===== src/rtl/prbs_sat_counter.sv =====
// Saturating up-counter with synchronous clear; clear wins over increment.
module prbs_sat_counter #(
    parameter int CNT_W = 32
) (
    input  logic             clock,
    input  logic             reset,
    input  logic             inc,
    input  logic             clr,
    output logic [CNT_W-1:0] q
);
    always_ff @(posedge clock or posedge reset) begin
        if (reset)
            q <= '0;
        else if (clr)
            q <= '0;
        else if (inc && (q != '1))
            q <= q + 1'b1;
    end
endmodule


===== config.mk =====
export PLATFORM = sky130hd
export DESIGN_NAME = prbs_sat_counter
export DESIGN_NICKNAME = d
export VERILOG_FILES = /design/src/rtl/prbs_sat_counter.sv
export SDC_FILE = /design/constraint.sdc
export NUM_CORES = 1
export LEC_CHECK = 0
export ABC_AREA = 1
export CAP_MARGIN = 40
export CORE_MARGIN = 4
export CORE_UTILIZATION = 45
export DETAILED_ROUTE_END_ITERATION = 8
export PLACE_DENSITY = 0.77
export SLEW_MARGIN = 20
export SYNTH_ARGS = -nofsm -noshare
export SYNTH_HDL_FRONTEND = slang
export SYNTH_SLANG_ARGS = --single-unit

===== constraint.sdc =====
create_clock -name clock -period 3.65 [get_ports clock]
set_input_delay 0.73 -clock clock [delete_from_list [all_inputs] [get_ports clock]]
set_output_delay 0.73 -clock clock [all_outputs]
set_load 0.005 [all_outputs]

==> results.cfg <==
[status]
status = complete, no violations

[logic_synthesis]
synth.lib_cells_used.distinct = 29
synth_warnings = 0
ys_ff_latch = 32
postSynthCellCount = 360
mapped_cell_area_sq_um = 2275
synth.yosys.seq_area_share_pct = 35.20
synthesis.nets = 365
synth_area_per_cell_sq_um = 6.319

[clock_tree]
htreeDepth = 2
cts.sink_count = 32
ctsLongestPathBuffers = 2
clk_pin_slew_worst_paths_ns = 0.07
cts_inserted_buffers = 5
tritoncts = done
cts-root-buf = clkbuf_8
holdBufCountCts = 0
post_cts_resize_count = 0
clock_latency_at_the_later_pin_of_the_worst_skew_pair_ns = 0.29
cts_setup_buffers = 0

[power]
sw_frac_of_total_pct = 24.93
powerDensity_nw_per_um2 = 249.3
total_switching_power_mw = 0.1722
pwr-share-comb_pct = 6.1
clock_power_share_pct = 42.0
power.leakage_nw = 1.255
power.share.sequential_pct = 51.8
max-vdd-ir-drop_mv = 0.1747
power_report.internal_total_mw = 0.5188

[sta]
setup_slack_ns = 1.456
timing.clock.skew_ns = 0.006564
rsz0062_at_grt = false
layout_worst_path_cycle_share_pct = 60.11
timing.setup.tns_ns = 0
setup-violations-final = 0
timing.final.max_slew_violations = 0
fmax_mhz = 455.8
worst_slew_pin_slew_ns = 0.6107
relative_slew_margins_pct = 59.29
final_period_minus_worst_setup_slack_ns = 2.194
final_hold_viol_count = 0

[routing]
routed_wire_length_per_instance_microns = 12.69
dr.pass1.iters = 5
ant_nets = 0
drc = 0
vias_per_instance = 5.105
route.final.wire_length_microns = 5903
drt-initial-drc-count = 175
route.vias.total = 2374

[die]
boundaryPins = 36
fp.dieH_microns = 79.10
initial_util_pct = 47.22
core-area_sq_um = 4817
floorplan.rows = 25
dieArea_sq_um = 6256
die-width_microns = 79.10

[placement]
place.detailed.hpwl_microns = 4350
place_congestion = 0.9078
dp_worst_setup_slack_ns = 1.172
port_buffers = 35

[critical_path]
worst-setup-path-type = input port to flip-flop
crit_path_top_delay_cell = clkdlybuf4s50_1
end_kind = flip-flop
worst_path_largest_cell_delay_ns = 0.76
most_frequent_cell_on_the_critical_path = nand2_1
path_max_fanout = 21
critPathLaunchType = input port
critical_path_required_ns = 3.83
cp_data_arrival_time_ns = 2.37
crit_chain = clkdlybuf4s50_1, clkinv_1, nand2_4, inv_2, nand2_1, nand2_1

[layout]
area_growth_pct = 21.84
n_antenna_cell = 0
layout-drive-gt1-share_pct = 7.286
numnets_final = 402
regs_by_ff_count = q x32
top_register = q
largest_register_ffs = 32

[global_route]
grt_use_total_pct = 20.58
first_pass_grt_wire_length_microns = 10250
grt_start_max_net_pins = 33
grt_pass1_vias = 2188
grt_util_met2_pct = 31.73
met1_usage_pct = 29.86
grt-ovfl-total = 0
met3_usage_pct = 3.515
antenna_found_initial = 0
gr-max-usage-layer = met2

[run]
timing.max_cap.violations = 0

[hold_path]
holdCritPathClass = flip-flop to flip-flop
## layout make-up
| class | count | area (sq um) |
|---|---|---|
| clock buffers | 6 | 82.58 |
| clock inverters | 2 | 10.01 |
| well taps | 67 | 83.83 |
| multi-input cells | 284 | 1286 |
| flip-flops and latches | 32 | 800.8 |
| fillers | 478 | 2046 |
| repair buffers | 38 | 372.9 |
| inverters | 36 | 135.1 |
## cell usage after synthesis (all sizes together)
cell | instances | share of area [%]
o21bai | 2 | 0.66
o21ai | 17 | 4.2
inv | 35 | 5.8
and2 | 2 | 0.55
clkinv | 1 | 0.16
nand3b | 1 | 0.33
buf | 5 | 1.8
xor2 | 3 | 1.2
dfrtp | 32 | 35
nor2 | 61 | 12
ha | 1 | 0.55
nand2 | 150 | 26
nor3 | 2 | 0.44
a21oi | 3 | 0.66
nand3 | 30 | 6.6
nand4 | 10 | 2.8
or2 | 1 | 0.28
clkbuf | 3 | 0.50
xnor2 | 1 | 0.39
## per-layer routing
metal	up-vias	wire length [microns]
met4	0	53
li1	1202	-
met1	1080	2821
met2	87	2668
met5	-	0
met3	5	361
## path summary, 6_finish.rpt
path                       start    end  slack [ns]  cells past startpoint
hold / removal              q[1]   q[1]        0.54                      2
setup / recovery             clr   q[2]        1.46                      6
min in group asynchronous  reset  q[20]        0.83                      3
hold reg to reg             q[1]   q[1]        0.54                      2
setup reg to reg            q[1]   q[2]        1.51                     11
max in group asynchronous  reset   q[8]        2.52                      3
## power by group through the flow
stage | Clock, mW | Combinational (mW) | Sequential, mW
6_report | 0.290 | 0.0424 | 0.358
4_1_cts | 0.294 | 0.0426 | 0.358
2_1_floorplan | 0 | 0.0282 | 0.365
3_3_place_gp | 0 | 0.0418 | 0.365
5_1_grt | 0.311 | 0.0478 | 0.358
3_5_place_dp | 0 | 0.0425 | 0.365
## critical path, delay by kind of cell
family / cells / cell delay, ns
and+or+nand+nor: 3 / 0.43
buffers and inverters: 3 / 1.22
## cells in the final DEF, fill, tap and decap left out, types with 2 or more instances in the layout
cell / instances
inv_1: 34
dfrtp_1: 32
buf_4: 3
o21ai_2: 3
nand2_2: 3
nand4_1: 10
nor2_1: 55
clkinv_2: 2
nor2_2: 4
clkdlybuf4s50_1: 35
xor2_1: 3
nand3_1: 30
nand2_4: 4
o21bai_1: 2
nor3_1: 2
and2_1: 2
a21oi_1: 3
clkbuf_8: 6
o21ai_0: 13
nand2_1: 143
## metrics by stage
step | utilization (%) | power, mW | hold WS (ns) | std cells | instance area [sq um]
global route | 57.53 | 0.7176 | 0.5693 | 465 | 2771
CTS | 57.53 | 0.6953 | 0.5434 | 465 | 2771
floorplan | - | 0.3931 | 0.5105 | 360 | 2275
finish | 57.53 | 0.6911 | 0.5388 | 465 | 2771
detailed placement | 55.61 | 0.4076 | 0.5268 | 457 | 2679
global placement | 55.61 | 0.4068 | 0.5150 | 457 | 2679
## cell families (layout without fill, tap and decap cells)
group                      after synthesis  in the layout  share of synthesized area, %
buffers and inverters                   44             82                         8.250
xor gates and xnor gates                 4              4                         1.540
and+or+nand+nor                        257            257                         48.90
DFF                                     32             32                         35.20
AOI/OAI and AO/OA                       22             22                         5.555
adders and majority gates                1              1                        0.5500
(Power assumes the default switching activity.)
==> variant, RTL diff (config.mk and constraints unchanged) <==
Make the reset (`reset`) synchronous in one clocked block.
--- a/src/rtl/prbs_sat_counter.sv
+++ b/src/rtl/prbs_sat_counter.sv
@@ -8,7 +8,7 @@
     input  logic             clr,
     output logic [CNT_W-1:0] q
 );
-    always_ff @(posedge clock or posedge reset) begin
+    always_ff @(posedge clock) begin
         if (reset)
             q <= '0;
         else if (clr)
Function: differs if reset is asserted again (counterexample within 4 cycles, from zero or initial values and one cycle with reset high); with reset held inactive, the same outputs for 10 cycles.
==> variant against the unedited design <==
  * Critical path depth shrank 5
  * Sequential cell count is the same
  * Hold slack got worse by 24 ps
  * Setup slack better by 160 ps
  * Routed wire length is 6.6% lower
  * Design area shrank 8.2%
  * Total power fell by 3.8%
  * Die area decreased by 7.1%
  * Area after synthesis is 7.9% lower
  * Sequential power shrank 2%
  * Largest cell class unchanged
  * Largest power group unchanged
==> variant: results (changes against the unedited design) <==
CTS
  • # Post-CTS Setup Buffers: 0 (unchanged)
  • CTS max path bufs: 2 (unchanged)
  • Clock Latency Late Sink: 290 ps (about the same)
  • Clock transition at path regs: 70 ps (about the same)
  • Root buffer selected by CTS: clkbuf_8
  • CTS H-tree lvls: 2 (unchanged)
  • Num CTS Buffers: 5 (unchanged)
  • CTS resizes: 0 (unchanged)

Detailed routing
  • Met3 wire len: 427 um (+18%)
  • Met1 wire length: 2.54 mm (-9.9%)
  • Highest Signal Layer: met4
  • Post-Route WL: 5.52 mm (-6.6%)
  • Initial DRC count: 214 (+22%)
  • Drt first pass iters: 4 (-1)
  • Routed wl met2: 2.44 mm (-8.7%)
  • Vias per inst: 5.30 (+3.8%)

GRT
  • Initial antenna violation count: 0 (unchanged)
  • First-pass GRT wire length: 9.64 mm (-6.0%)
  • Vias in the first global route: 2005 (-8.4%)
  • Largest net degree at the start of global routing: 28 (-15%)
  • Gr usage total: 0.198 (-0.00736)

Layout
  • Share of layout cells above drive strength 1: 0.110 (+0.0376)
  • Biggest regs: q (32)
  • Layout Nets: 366 (-9.0%)
  • Ant. Diodes: 0 (unchanged)

Worst setup path
  • Slowest CP cell: clkdlybuf4s50_1
  • CP arrival: 1310 ps (-1060 ps)
  • Worst R2R End: q[22]
  • Critical-path maximum fanout: 5 (-76%)
  • Max incr delay on CP: 560 ps (-200 ps)
  • R2R cell count: 8 (-3)
  • Setup slack, reg-to-reg: 1840 ps (+330 ps)
  • CP delay by family, top: buffers and inverters
  • Origin of the critical flop-to-flop path: q[0]

Floorplanning
  • Placeable Area: 0.00444 mm^2 (-7.7%)

Synthesis
  • Synth area leaders: dfxtp_1, nand2_1, nor2_1
  • Register area share after synthesis: 0.306 (-0.0464)
  • Synth warn: 0 (unchanged)
  • Top_reg_cell synth: dfxtp_1
  • Count leader, synth: nand2_1
  • Syn nets: 330 (-9.6%)
  • Ys async rst share: 0 (-1.00)
  • Top cells by count, synth: nand2_1, nor2_1, dfxtp_1
  • Synth unique cells: 27 (-6.9%)

Power
  • Leakage power: 0.826 nW (-34%)
  • Max VDD drop: 0.000148 V (-15%)

Place
  • PortBufs: 35 (unchanged)
  • Post-place setup slack: 1370 ps (+200 ps)
  • Placer Congestion: 0.915 (+0.80%)
  • DP Wirelength: 4.09 mm (-6.0%)

STA
  • Setup Skew: 6.03 ps (-0.538 ps)
  • WHS: 515 ps (-23.7 ps)
  • Worst slew pin tran: 634 ps (+23.6 ps)

Outcome
  • Outcome: complete, no violations

Hold path
  • Hold Path Sink: q[24]
  • Worst Hold Class: register to register
  • Worst Hold Launch: q[24]
  • Hold path cells: 2 (unchanged)
variant: power breakdown:
group          switching, mW  internal (mW)
sequential          0.000883          0.350
combinational         0.0166        0.00991
clock                  0.134          0.154
variant: area by class of cell:
class | count | area, um^2
multi-input cells | 261 | 1290
repair buffers | 37 | 365
inverters | 24 | 90.1
fillers | 433 | 1900
well taps | 52 | 65.1
clock buffers | 8 | 90.1
flip-flops and latches | 32 | 641
variant: worst max-delay path by stage:
stage	from	to	slack [ps]	depth (start not counted)
after CTS	q[13]	q[13]	1610	1
after detailed placement	inc	q[26]	1370	9
after global routing	inc	q[14]	1510	9
final	q[13]	q[13]	1610	1
after global placement	clr	q[24]	1360	5
after floorplan	inc	q[23]	2100	7
variant: cell families (layout without fill, tap and decap cells):
logic type | Yosys count | after routing | synth area share
and+or+nand+nor | 229 | 229 | 0.527
buffers and inverters | 32 | 69 | 0.0776
adders and majority gates | 1 | 1 | 0.00597
xor gates and xnor gates | 2 | 2 | 0.00836
DFF | 32 | 32 | 0.306
AOI/OAI and AO/OA | 29 | 29 | 0.0752
variant: worst min-delay path, stage by stage (launching register included):
cell	delay, ps
dfxtp_1	340
inv_1	80
a21oi_1	50
variant: stage by stage:
stage,std cells,cell area (um^2)
CTS,414,2540
floorplan,325,2100
finish,414,2540
global placement,406,2450
detailed placement,406,2450
global route,414,2540
variant: metal layers:
metal | global-route usage | up-vias
met4 | 0.0707 | 0
met5 | 0 | -
met2 | 0.293 | 66
met1 | 0.277 | 991
met3 | 0.0520 | 11
li1 | - | 1125
